--- src/rtl/alu_pkg.sv ---
// Shared definitions for the ALU command issuer: opcodes, widths and FSM states.
// Imported by the issuer, its interface and the settle timer.
package alu_pkg;

    localparam int OP_W    = 3;
    localparam int DATA_W  = 4;
    localparam int CNT_W   = 4;
    localparam int ISSUE_W = 8;

    typedef enum logic [OP_W-1:0] {
        OP_CLR = 3'b000,
        OP_ADD = 3'b001,
        OP_SUB = 3'b010,
        OP_OR  = 3'b011,
        OP_AND = 3'b100,
        OP_XOR = 3'b101,
        OP_SHL = 3'b110,
        OP_SHR = 3'b111
    } alu_op_e;

    typedef enum logic [1:0] {
        IDLE  = 2'd0,
        DRIVE = 2'd1,
        RESP  = 2'd2
    } state_e;

endpackage

--- src/rtl/alu_cmd_issuer_if.sv ---
// Command and response handshakes of the ALU command issuer.
// The master side offers commands and takes responses; the slave side is the issuer.
interface alu_cmd_issuer_if;
    import alu_pkg::*;

    logic              cmd_valid;
    logic              cmd_ready;
    logic [OP_W-1:0]   cmd_op;
    logic [DATA_W-1:0] cmd_a;
    logic [DATA_W-1:0] cmd_b;
    logic              cmd_chain;

    logic              rsp_valid;
    logic              rsp_ready;
    logic [OP_W-1:0]   rsp_op;
    logic [DATA_W-1:0] rsp_f;
    logic              rsp_z;
    logic              rsp_c;

    modport master (
        output cmd_valid, cmd_op, cmd_a, cmd_b, cmd_chain, rsp_ready,
        input  cmd_ready, rsp_valid, rsp_op, rsp_f, rsp_z, rsp_c
    );

    modport slave (
        input  cmd_valid, cmd_op, cmd_a, cmd_b, cmd_chain, rsp_ready,
        output cmd_ready, rsp_valid, rsp_op, rsp_f, rsp_z, rsp_c
    );

endinterface

--- src/rtl/alu_settle_timer.sv ---
// Down-counter that times the ALU settle window: load, decrement, zero flag.
// The count never underflows; it rests at zero until the next load.
module alu_settle_timer
    import alu_pkg::*;
(
    input  logic             clk,
    input  logic             rst_n,
    input  logic             load,
    input  logic [CNT_W-1:0] load_val,
    input  logic             dec,
    output logic             zero
);

    localparam logic [CNT_W-1:0] CNT_ONE = 1;

    logic [CNT_W-1:0] count;

    // NOTE: sequential state uses non-blocking assignments so every flop samples pre-edge values.
    always_ff @(posedge clk or negedge rst_n) begin
        if (!rst_n) begin
            count <= '0;
        end else if (load) begin
            count <= load_val;
        end else if (dec && (count != '0)) begin
            count <= count - CNT_ONE;
        end
    end

    assign zero = (count == '0);

endmodule

--- src/rtl/alu_cmd_issuer.sv ---
// Issues one command at a time to a combinational ALU, waits SETTLE_CYCLES, returns the result.
// Optional result chaining into operand A is enabled by defining ALU_CMD_ISSUER_CHAIN_EN.
module alu_cmd_issuer
    import alu_pkg::*;
#(
    parameter int SETTLE_CYCLES = 1
) (
    input  logic               clk,
    input  logic               rst_n,
    alu_cmd_issuer_if.slave    bus,
    output logic [OP_W-1:0]    alu_s,
    output logic [DATA_W-1:0]  alu_a,
    output logic [DATA_W-1:0]  alu_b,
    input  logic [DATA_W-1:0]  alu_f,
    input  logic               alu_z,
    input  logic               alu_c,
    output logic [ISSUE_W-1:0] issue_cnt
);

    localparam logic [CNT_W-1:0]   SETTLE_LOAD = CNT_W'(SETTLE_CYCLES - 1);
    localparam logic [ISSUE_W-1:0] ISSUE_ONE   = 1;

    state_e            state;
    logic              take_cmd;
    logic              take_rsp;
    logic              settle_done;
    logic [DATA_W-1:0] a_next;

    assign take_cmd = (state == IDLE) && bus.cmd_valid && bus.cmd_ready;
    assign take_rsp = (state == RESP) && bus.rsp_valid && bus.rsp_ready;

    alu_settle_timer u_timer (
        .clk      (clk),
        .rst_n    (rst_n),
        .load     (take_cmd),
        .load_val (SETTLE_LOAD),
        .dec      (state == DRIVE),
        .zero     (settle_done)
    );

`ifdef ALU_CMD_ISSUER_CHAIN_EN
    // rsp_f still holds the last accepted result while idle, so it doubles as the chain source.
    logic chain_valid;

    always_ff @(posedge clk or negedge rst_n) begin
        if (!rst_n) begin
            chain_valid <= 1'b0;
        end else if (take_rsp) begin
            chain_valid <= 1'b1;
        end
    end

    // NOTE: the default assignment ahead of the condition keeps this combinational block latch-free.
    always_comb begin
        a_next = bus.cmd_a;
        if (bus.cmd_chain && chain_valid) begin
            a_next = bus.rsp_f;
        end
    end
`else
    logic unused_chain;
    assign unused_chain = bus.cmd_chain;
    assign a_next       = bus.cmd_a;
`endif

    always_ff @(posedge clk or negedge rst_n) begin
        if (!rst_n) begin
            state         <= IDLE;
            bus.cmd_ready <= 1'b1;
            bus.rsp_valid <= 1'b0;
            bus.rsp_op    <= '0;
            bus.rsp_f     <= '0;
            bus.rsp_z     <= 1'b0;
            bus.rsp_c     <= 1'b0;
            alu_s         <= '0;
            alu_a         <= '0;
            alu_b         <= '0;
            issue_cnt     <= '0;
        end else begin
            case (state)
                IDLE: begin
                    if (take_cmd) begin
                        alu_s         <= bus.cmd_op;
                        alu_a         <= a_next;
                        alu_b         <= bus.cmd_b;
                        bus.rsp_op    <= bus.cmd_op;
                        bus.cmd_ready <= 1'b0;
                        state         <= DRIVE;
                    end
                end
                DRIVE: begin
                    if (settle_done) begin
                        bus.rsp_f     <= alu_f;
                        bus.rsp_z     <= alu_z;
                        bus.rsp_c     <= alu_c;
                        bus.rsp_valid <= 1'b1;
                        state         <= RESP;
                    end
                end
                RESP: begin
                    // Ready returns one edge after the response handshake: no same-edge bypass.
                    if (take_rsp) begin
                        bus.rsp_valid <= 1'b0;
                        bus.cmd_ready <= 1'b1;
                        issue_cnt     <= issue_cnt + ISSUE_ONE;
                        state         <= IDLE;
                    end
                end
                default: begin
                    bus.rsp_valid <= 1'b0;
                    bus.cmd_ready <= 1'b1;
                    state         <= IDLE;
                end
            endcase
        end
    end

endmodule

--- src/flat_wrapper.sv ---
// flat-port wrapper written by rule: the top's interface ports become plain ports
module alu_cmd_issuer_flat import alu_pkg::*;
#(
    parameter int SETTLE_CYCLES = 1
)
  (clk, rst_n, alu_s, alu_a, alu_b, alu_f, alu_z, alu_c, issue_cnt, bus_cmd_valid, bus_cmd_op, bus_cmd_a, bus_cmd_b, bus_cmd_chain, bus_rsp_ready, bus_cmd_ready, bus_rsp_valid, bus_rsp_op, bus_rsp_f, bus_rsp_z, bus_rsp_c);
  alu_cmd_issuer_if bus_i ();
  input  logic clk;
  input  logic rst_n;
  output logic [OP_W-1:0] alu_s;
  output logic [DATA_W-1:0] alu_a;
  output logic [DATA_W-1:0] alu_b;
  input  logic [DATA_W-1:0] alu_f;
  input  logic alu_z;
  input  logic alu_c;
  output logic [ISSUE_W-1:0] issue_cnt;
  input wire logic [$bits(bus_i.cmd_valid)-1:0] bus_cmd_valid;
  input wire logic [$bits(bus_i.cmd_op)-1:0] bus_cmd_op;
  input wire logic [$bits(bus_i.cmd_a)-1:0] bus_cmd_a;
  input wire logic [$bits(bus_i.cmd_b)-1:0] bus_cmd_b;
  input wire logic [$bits(bus_i.cmd_chain)-1:0] bus_cmd_chain;
  input wire logic [$bits(bus_i.rsp_ready)-1:0] bus_rsp_ready;
  output wire logic [$bits(bus_i.cmd_ready)-1:0] bus_cmd_ready;
  output wire logic [$bits(bus_i.rsp_valid)-1:0] bus_rsp_valid;
  output wire logic [$bits(bus_i.rsp_op)-1:0] bus_rsp_op;
  output wire logic [$bits(bus_i.rsp_f)-1:0] bus_rsp_f;
  output wire logic [$bits(bus_i.rsp_z)-1:0] bus_rsp_z;
  output wire logic [$bits(bus_i.rsp_c)-1:0] bus_rsp_c;
  assign bus_i.cmd_valid = bus_cmd_valid;
  assign bus_i.cmd_op = bus_cmd_op;
  assign bus_i.cmd_a = bus_cmd_a;
  assign bus_i.cmd_b = bus_cmd_b;
  assign bus_i.cmd_chain = bus_cmd_chain;
  assign bus_i.rsp_ready = bus_rsp_ready;
  assign bus_cmd_ready = bus_i.cmd_ready;
  assign bus_rsp_valid = bus_i.rsp_valid;
  assign bus_rsp_op = bus_i.rsp_op;
  assign bus_rsp_f = bus_i.rsp_f;
  assign bus_rsp_z = bus_i.rsp_z;
  assign bus_rsp_c = bus_i.rsp_c;
  alu_cmd_issuer #(.SETTLE_CYCLES(SETTLE_CYCLES)) u_core (.clk(clk), .rst_n(rst_n), .bus(bus_i), .alu_s(alu_s), .alu_a(alu_a), .alu_b(alu_b), .alu_f(alu_f), .alu_z(alu_z), .alu_c(alu_c), .issue_cnt(issue_cnt));
endmodule
--- config.mk ---
export PLATFORM = sky130hd
export DESIGN_NAME = alu_cmd_issuer_flat
export DESIGN_NICKNAME = d
export VERILOG_FILES = /design/src/rtl/alu_pkg.sv /design/src/rtl/alu_cmd_issuer_if.sv /design/src/rtl/alu_settle_timer.sv /design/src/rtl/alu_cmd_issuer.sv /design/src/flat_wrapper.sv
export SDC_FILE = /design/constraint.sdc
export NUM_CORES = 1
export LEC_CHECK = 0
export CELL_PAD_IN_SITES_DETAIL_PLACEMENT = 0
export CELL_PAD_IN_SITES_GLOBAL_PLACEMENT = 2
export CORE_MARGIN = 2
export CORE_UTILIZATION = 30
export DETAILED_ROUTE_END_ITERATION = 6
export GPL_TIMING_DRIVEN = 0
export PLACE_DENSITY_LB_ADDON = 0.1
export SETUP_SLACK_MARGIN = 0.3
export SYNTH_ARGS = -nofsm -noshare
export SYNTH_HDL_FRONTEND = slang
export SYNTH_HIERARCHICAL = 1
export SYNTH_SLANG_ARGS = --single-unit
export TNS_END_PERCENT = 1
--- constraint.sdc ---
create_clock -name clk -period 4.4 [get_ports clk]
set_clock_uncertainty 0.1 [all_clocks]
set_input_delay 0.88 -clock clk [delete_from_list [all_inputs] [get_ports clk]]
set_output_delay 0.88 -clock clk [all_outputs]
set_load 0.1 [all_outputs]
# After elaboration in Yosys (flattened, before gate mapping)

Cells that the tools add are included.

Register bits after elaboration: 33
Latch bits: 0
Bits in writable memories: 0
Memory bits (read-only): 0
Bits of input ports: 22
Output and inout bits: 30
Logic and storage cells: 47
Memories: 0

Add/subtract/negate cells: 2
Multiply operators: 0
Divide/modulo/power cells: 0
Magnitude comparators: 0
Equal/unequal tests: 5
Shift-type cells: 0
Muxes and demuxes: 12
Bitwise logic cells: 2
Reductions and logical operators: 15

Operators by type and width:

| cell                | count |
|---|---|
| $reduce_and 3->1    | 3 |
| $add 8x1->8 const B | 1 |
| $mux 4              | 2 |
| $mux 2              | 3 |
| $ne 2x1->1 const B  | 3 |
| $pmux 1 s3          | 2 |
| $pmux 2 s3          | 1 |
| $reduce_and 2->1    | 3 |
| $logic_and 1x1->1   | 5 |
| $logic_not 4->1     | 1 |
| $mux 1              | 4 |
| $reduce_bool 4->1   | 1 |
| $sub 4x1->4 const B | 1 |
| $eq 2x1->1 const B  | 1 |
| $eq 2x2->1 const B  | 1 |
| $logic_not 2->1     | 1 |
| $not 1->1           | 2 |
| $reduce_bool 2->1   | 1 |

# Depth between registers and ports, before layout

Gate-level depths: netlist of the first run.

Depth in word-level cells: 5
Depth in mapped cells: 6
Mapped depth without buffers: 5

# By module

The synthesis of the first run kept the hierarchy.

By module, submodules not included:

| module           | times used | cells each | area each (um2) | sequential area each (um2) |
|---|---|---|---|---|
| alu_cmd_issuer   | 1          | 89         | 1,232.4         | 726.9 |
| alu_settle_timer | 1          | 27         | 270.3           | 100.1 |

# Worst setup path after synthesis of the first run

No wires, ideal clock.

Path kind: reg-to-output
Start point: register u_core/alu_s[0] (netlist name)
End point: output bus_rsp_op[0]
Data arrival time: 1.337 ns
Required time: 3.420 ns
Path slack: 2.083 ns
Stages on the path, launching flop included: 2
Path buffers: 1
Cells stage by stage: dfrtp_1 > buf_4

RTL lines:

| item             | line               | RTL |
|---|---|---|
| end: declaration | flat_wrapper.sv:25 | `output wire logic [$bits(bus_i.rsp_op)-1:0] bus_rsp_op;` |

# Worst setup path after layout of the first run

Start point: register u_core.bus.cmd_ready
End point: output bus_cmd_ready

RTL lines:

| item                     | line                    | RTL |
|---|---|---|
| start: declaration       | alu_cmd_issuer_if.sv:27 | `output cmd_ready, rsp_valid, rsp_op, rsp_f, rsp_z, rsp_c` |
| start signal: assignment | alu_cmd_issuer.sv:69    | `bus.cmd_ready <= 1'b1;` |
| start signal: assignment | alu_cmd_issuer.sv:87    | `bus.cmd_ready <= 1'b0;` |
| start signal: assignment | alu_cmd_issuer.sv:104   | `bus.cmd_ready <= 1'b1;` |
| end: declaration         | flat_wrapper.sv:23      | `output wire logic [$bits(bus_i.cmd_ready)-1:0] bus_cmd_ready;` |

No word-level cell between the ends.

==> results.md, run 1 <==
### Cells and area
* 465 — # fillers
* 22.0% — fraction of layout cells with a size suffix above 1
* 200 — final net count
* 44.7% — Area growth, synth to finish
* 827 um2 — FF+latch area
* 0 — antenna diode count
* 619 um2 — area used by multi-input combinational logic
* 45.4% — final core utilization

### Global route
* 1044 — number of global-route vias before repair
* 11.9% — total routing resource utilization after global routing
* 34 — largest net degree at the start of global routing
* 0 — GR Overflow Total
* 0 — initial antenna violation count
* 4930 um — global-route wire length before repair

### Clock network
* 2 — number of H-tree levels
* sky130_fd_sc_hd__clkbuf_8 — CTS Root Buffer Type
* 33 — clk sink count
* 0.28 ns — source-to-sink clock delay at the later pin of the worst-skew pair
* 0.06 ns — clock slew at the register clock pins of the worst setup and hold paths
* 0 — post-CTS setup-driven buffer insertion count
* 2 — clock tree buffer depth
* 0 — number of buffers added to fix hold violations after cts
* done — CTS tree
* 5 — TritonCTS Buffers
* 0 — number of gates resized after cts

### Min path
* register to register — Tightest Hold Check Type
* u_core/issue_cnt[7]$_DFFE_PN0P_ — critical hold path startpoint
* 1 — instance count along the most critical hold path
* u_core/issue_cnt[7]$_DFFE_PN0P_ — terminating pin of the worst hold path

### Logic synthesis
* 13.0 um2 — syn_area_per_cell
* 53.3% — area share of the largest cell type after synthesis
* 55.0% — proportion of synthesized chip area in sequential cells
* 33 — count of state elements after synthesis
* 35 — post-synth cell types
* 6 — Syn. warnings
* sky130_fd_sc_hd__dfrtp_1 — post-synthesis cell type with the largest combined area
* sky130_fd_sc_hd__dfrtp_1, sky130_fd_sc_hd__mux2_2, sky130_fd_sc_hd__nand2_1, sky130_fd_sc_hd__xnor2_1, sky130_fd_sc_hd__dfstp_2 — dominant cells by area after synthesis
* 4.08% — xor-xnor portion of the synthesized cell area
* 12.7% — multiplexer fraction of the synthesized cell area
* 1500 um2 — area of the mapped netlist
* 6.00% — area fraction in compound gates after synthesis
* 1.67% — synthesized-area fraction occupied by adder cells
* 116 — instance count of the mapped netlist
* 15.7% — Post-Synth Simple-Gate Area
* simple AND/OR/NAND/NOR gates — main combinational cell family by area after synthesis

### STA
* 0 — number of endpoints with negative hold slack in the final report
* 0.980 ns — pin slew with the least headroom to its limit
* 66.6% — final worst path period share
* 0 ns — setup_tns
* 2.93 ns — clock period minus worst slack
* 0 — Final Slew Violations
* 0 — final setup violation count
* 0.341 GHz — FMAX
* false — setup repair after global routing missed its margin
* 34.4% — Worst slew margin

### Flow run
* 0 — Max Cap Violations

### Floorplanning
* 4790 um2 — total core area
* 5590 um2 — Total Die Area
* 52 — total I/O pin count
* 25 — floorplan row count
* 74.8 um — Die X
* 74.8 um — die height
* 31.4% — starting utilization of the core area

### Placed design
* 50 — count of input and output buffers
* 0.733 — RD Place Congestion
* 2180 um — detailed-placement wirelength estimate

### Worst setup path
* 2.53 ns — flop2flop setup slack
* clkdlybuf4s50_1 — cell breakdown of the critical path
* 1 — Stages on worst setup path
* 5 — number of cell instances on the worst register-to-register path
* register to output pin — critical path class
* 1 — total buffers and inverters traversed by the critical path
* u_core/u_timer/count[0]$_DFFE_PN0P_ — beginning of the worst register-to-register path
* 1.95 ns — endpoint arrival time on the critical path
* sky130_fd_sc_hd__clkdlybuf4s50_1 — slowest CP cell
* output pin — category of the worst setup path capture point
* 1.14 ns — slowest cell delay on critical path
* 3 — maximum fanout count along the critical path
* 3.42 ns — required time at the worst-slack endpoint
* buffers and inverters — family with the most delay on the worst path
* register — Critical Path Start Type
* u_core/bus.rsp_f[2]$_DFFE_PN0P_ — reg-to-reg critical path endpoint

### Drt
* 26 — number of violations reported at the end of detailed-routing iteration 0
* 4.37 — average via count per standard cell
* 4 — Detailed Routing Iterations Pass 1
* 2960 um — Final Routed Wirelength
* 0 — remaining routing DRC violations
* 0 — number of antenna-violating nets in the routed design
* 12.1 um — WL per Instance
* 1066 — number of vias in the routed layout

### Status
* complete, no violations — result of the run

-- worst max path at each step --
stage / start / to / slack [ns]
final: u_core/bus.cmd_ready$_DFFE_PN1P_ / bus_cmd_ready / 1.47
after global routing: u_core/bus.rsp_valid$_DFFE_PN0P_ / bus_rsp_valid / 1.41
after CTS: u_core/bus.cmd_ready$_DFFE_PN1P_ / bus_cmd_ready / 1.45
after detailed placement: bus_cmd_valid / u_core/u_timer/count[3]$_DFFE_PN0P_ / 1.76
after global placement: rst_n / u_core/alu_b[2]$_DFFE_PN0P_ / 1.61
after floorplan: u_core/alu_s[0]$_DFFE_PN0P_ / bus_rsp_op[0] / 2.08
-- synthesized netlist by cell type, drive strengths merged --
master and instances:
o211ai 1, nand2 13, nor4 1, dfrtp 32, nor3b 2, o31a 1
a21oi 5, dfstp 1, and4b 2, o21ai 2, and2b 1, xor2 3
nand4b 1, buf 5, nor3 5, nand4 2, nand2b 1, a221o 1
nor4b 1, or4 1, or2b 1, nand3 1, o21a 1, xnor2 4
o32ai 1, inv 6, mux2 17, a21o 1, conb 1, ha 2
-- registers in the layout, indices dropped and copies added (netlist names) --
name and count:
u_core/state 2, u_core/u_timer/count 4, u_core/bus.rsp_c 1, u_core/bus.rsp_valid 1, u_core/alu_b 4, u_core/bus.rsp_f 4
u_core/bus.rsp_z 1, u_core/issue_cnt 8, u_core/alu_a 4, u_core/bus.cmd_ready 1, u_core/alu_s 3
-- cells in the final DEF (no fill, tap or decap), types with 2 or more instances in the layout --
cell	netlist	routed
sky130_fd_sc_hd__clkdlybuf4s50_1	0	49
sky130_fd_sc_hd__nor3_1	4	4
sky130_fd_sc_hd__o21ai_0	2	2
sky130_fd_sc_hd__ha_1	2	2
sky130_fd_sc_hd__xnor2_1	4	4
sky130_fd_sc_hd__a21oi_1	5	5
sky130_fd_sc_hd__nand2_1	12	12
sky130_fd_sc_hd__nand4_1	2	2
sky130_fd_sc_hd__dfrtp_1	32	32
sky130_fd_sc_hd__inv_1	6	6
sky130_fd_sc_hd__buf_4	3	3
sky130_fd_sc_hd__mux2_2	17	17
sky130_fd_sc_hd__buf_6	2	2
sky130_fd_sc_hd__conb_1	1	4
sky130_fd_sc_hd__xor2_1	3	3
sky130_fd_sc_hd__clkbuf_1	0	2
sky130_fd_sc_hd__clkbuf_8	0	5
-- routing by layer --
layer	routed length, um	track usage (%)
met4	22	4.17
met2	1470	19.0
met1	1260	14.3
met3	205	5.35
met5	0	0
-- metrics by stage --
stage	cell area (um2)	hold WS, ns	setup WS, ns	std cells
after global placement	2100	0.358	1.61	236
final	2170	0.365	1.47	244
after detailed placement	2090	0.355	1.76	236
after global routing	2170	0.377	1.41	244
after CTS	2170	0.368	1.45	244
after floorplan	1510	0.429	2.08	119
-- final cells by class --
| type | instances | area share (%) |
|---|---|---|
| sequential | 33 | 38.0 |
| multi-input combinational | 75 | 28.5 |
| timing repair buffer | 50 | 22.8 |
| tap | 67 | 3.85 |
| clock buffer | 7 | 3.51 |
| buffer | 5 | 2.07 |
| inverter | 6 | 1.04 |
| clock inverter | 1 | 0.230 |
-- cell families (layout without fill, tap and decap cells) --
group | Yosys count | after routing
compound gates | 13 | 13
xor+xnor | 7 | 7
fa+ha+maj | 2 | 2
other cells | 1 | 4
simple gates | 32 | 32
buf+inv | 11 | 69
flops | 33 | 33
mux | 17 | 17
Power of run 1 is left out: the tool's default activity adds up to more than one toggle a clock period on the data nets, which glitch-free logic cannot reach.
==> run 2: changes to the inputs <==
--- a/config.mk
+++ b/config.mk
@@ -8,7 +8,7 @@
 export CELL_PAD_IN_SITES_DETAIL_PLACEMENT = 0
 export CELL_PAD_IN_SITES_GLOBAL_PLACEMENT = 2
 export CORE_MARGIN = 2
-export CORE_UTILIZATION = 30
+export CORE_UTILIZATION = 28
 export DETAILED_ROUTE_END_ITERATION = 6
 export GPL_TIMING_DRIVEN = 0
 export PLACE_DENSITY_LB_ADDON = 0.1
==> constraint.sdc (replaced) <==
create_clock -name clk -period 2.8 [get_ports clk]
set_clock_uncertainty 0.1 [all_clocks]
set_input_delay 0.56 -clock clk [delete_from_list [all_inputs] [get_ports clk]]
set_output_delay 0.56 -clock clk [all_outputs]
set_load 0.1 [all_outputs]
==> run 2 against run 1 <==
Sequential share of layout area fell by 0.087 points. Setup slack got worse by 1.2 ns. Routed wire length fell by 0.14%. Design area rose by 0.23%. Highest routed layer unchanged. Count of clock-buffer cells in the layout did not move. Critical path type unchanged. Hold slack got worse by 0.13 ns.
==> results.md, run 2 (synthesis gave the netlist of run 1 again) <==
### Global route
* 5150 um — global-route wire length before repair
* 0 — GR Overflow Total
* 1083 — number of global-route vias before repair
* 13.1% — met1 demand-to-capacity share in global routing
* 17.5% — met2 track utilization from global routing
* 4.47% — global routing met3 resource utilization
* met2 — most congested layer reported by global routing
* 11.1% — total routing resource utilization after global routing
* 0 — initial antenna violation count
* 34 — largest net degree at the start of global routing

### Placed design
* 2100 um2 — area post-placement
* 0.689 — RD Place Congestion
* 50 — count of input and output buffers
* 239 — instance count after placement with tap cells included
* 2220 um — detailed-placement wirelength estimate

### Drt
* 1059 — number of vias in the routed layout
* 2960 um — Final Routed Wirelength
* 0 — remaining routing DRC violations
* 4.29 — average via count per standard cell
* 4 — Detailed Routing Iterations Pass 1
* 0 — number of antenna-violating nets in the routed design
* 23 — number of violations reported at the end of detailed-routing iteration 0
* 12.0 um — WL per Instance

### Floorplanning
* 5970 um2 — Total Die Area
* 77.3 um — Die X
* 5140 um2 — total core area
* 77.3 um — die height
* 52 — total I/O pin count
* 29.2% — starting utilization of the core area
* 26 — floorplan row count

### Worst setup path
* 1.17 ns — slowest cell delay on critical path
* 2.14 ns — required time at the worst-slack endpoint
* register — Critical Path Start Type
* u_core/issue_cnt[0]$_DFFE_PN0P_ — launch point of the critical path
* issue_cnt[0] — destination of the critical timing path
* 5 — maximum fanout count along the critical path
* buffers and inverters — family with the most delay on the worst path
* 0.97 ns — flop2flop setup slack
* 1.89 ns — endpoint arrival time on the critical path
* clkdlybuf4s50_1 — cell breakdown of the critical path
* u_core/u_timer/count[0]$_DFFE_PN0P_ — beginning of the worst register-to-register path
* u_core/bus.rsp_c$_DFFE_PN0P_ — reg-to-reg critical path endpoint
* register to output pin — critical path class
* 1 — total buffers and inverters traversed by the critical path
* sky130_fd_sc_hd__clkdlybuf4s50_1 — slowest CP cell
* output pin — category of the worst setup path capture point
* 5 — number of cell instances on the worst register-to-register path
* 1 — Stages on worst setup path

### STA
* 2.55 ns — clock period minus worst slack
* true — setup repair after global routing missed its margin
* 91.1% — final worst path period share
* 0 — number of endpoints with negative hold slack in the final report
* 0 ns — setup_tns
* 0 — final setup violation count
* 33.3% — Worst slew margin
* 0.998 ns — pin slew with the least headroom to its limit
* 0.392 GHz — FMAX
* 0 — Final Slew Violations

### Cells and area
* 8 — number of flip-flops in the largest register
* 45.0% — Area growth, synth to finish
* u_core/issue_cnt — Reg with most FFs
* 22.0% — fraction of layout cells with a size suffix above 1
* 42.4% — final core utilization
* 200 — final net count
* 2180 um2 — final cell area excluding filler cells
* sky130_fd_sc_hd__clkdlybuf4s50_1, sky130_fd_sc_hd__dfrtp_1, sky130_fd_sc_hd__mux2_2 — most used cells in the layout excluding fill and tap cells
* 0 — antenna diode count
* 247 — fin cells
* sky130_fd_sc_hd__clkdlybuf4s50_1 — most common cell after layout, fill and taps aside

### Clock network
* 0.07 ns — clock slew at the register clock pins of the worst setup and hold paths
* 0 — number of buffers added to fix hold violations after cts
* 0 — post-CTS setup-driven buffer insertion count
* 33 — clk sink count
* 0.27 ns — source-to-sink clock delay at the later pin of the worst-skew pair
* done — CTS tree
* 2 — number of H-tree levels
* 2 — clock tree buffer depth
* sky130_fd_sc_hd__clkbuf_8 — CTS Root Buffer Type
* 5 — TritonCTS Buffers

### Status
* complete, no violations — result of the run

### Min path
* input port to asynchronous set/reset pin — Tightest Hold Check Type

### Flow run
* 0 — Max Cap Violations

## run 2: worst min path at each step
stage	start	endpoint	slack, ns
2_1_floorplan	rst_n	u_core/alu_a[0]$_DFFE_PN0P_	0.16
3_3_place_gp	u_core/issue_cnt[7]$_DFFE_PN0P_	u_core/issue_cnt[7]$_DFFE_PN0P_	0.36
3_5_place_dp	u_core/issue_cnt[7]$_DFFE_PN0P_	u_core/issue_cnt[7]$_DFFE_PN0P_	0.36
4_1_cts	rst_n	u_core/issue_cnt[6]$_DFFE_PN0P_	0.27
5_1_grt	rst_n	u_core/issue_cnt[6]$_DFFE_PN0P_	0.30
6_report	rst_n	u_core/issue_cnt[4]$_DFFE_PN0P_	0.24
## run 2: worst register-to-register path, stage by stage (launching register included)
cell and delay, ns:
sky130_fd_sc_hd__dfrtp_1 0.41, sky130_fd_sc_hd__inv_1 0.08, sky130_fd_sc_hd__ha_1 0.20, sky130_fd_sc_hd__nor3b_2 0.40
sky130_fd_sc_hd__nand2_2 0.21, sky130_fd_sc_hd__mux2_2 0.32
## run 2: through the flow
step,hold WS (ns),setup slack (ns)
2_1_floorplan,0.164,0.671
3_3_place_gp,0.360,0.340
3_5_place_dp,0.360,0.472
4_1_cts,0.271,0.182
5_1_grt,0.302,0.191
6_report,0.238,0.249
## run 2: what timing repair did
action | 4_1_cts | 5_1_grt
cloned | 0 | 0
resized for setup | 1 | 1
setup endpoints to repair | 10 | 13
## run 2: area by class of cell
| class | instances | area, um2 |
|---|---|---|
| fill | 503 | 2960 |
| sequential | 33 | 827 |
| multi-input combinational | 75 | 619 |
| timing repair buffer | 50 | 497 |
| tap | 70 | 87.6 |
| clock buffer | 7 | 76.3 |
| buffer | 5 | 45.0 |
| inverter | 6 | 22.5 |
| clock inverter | 1 | 5.00 |
## run 2: metal layers
metal / part of all wire, % / up-vias
met5: 0 / -
met4: 0.98 / 0
met3: 6.3 / 2
met2: 50 / 27
met1: 43 / 510
li1: - / 520
Power of run 2 is left out for the same reason.
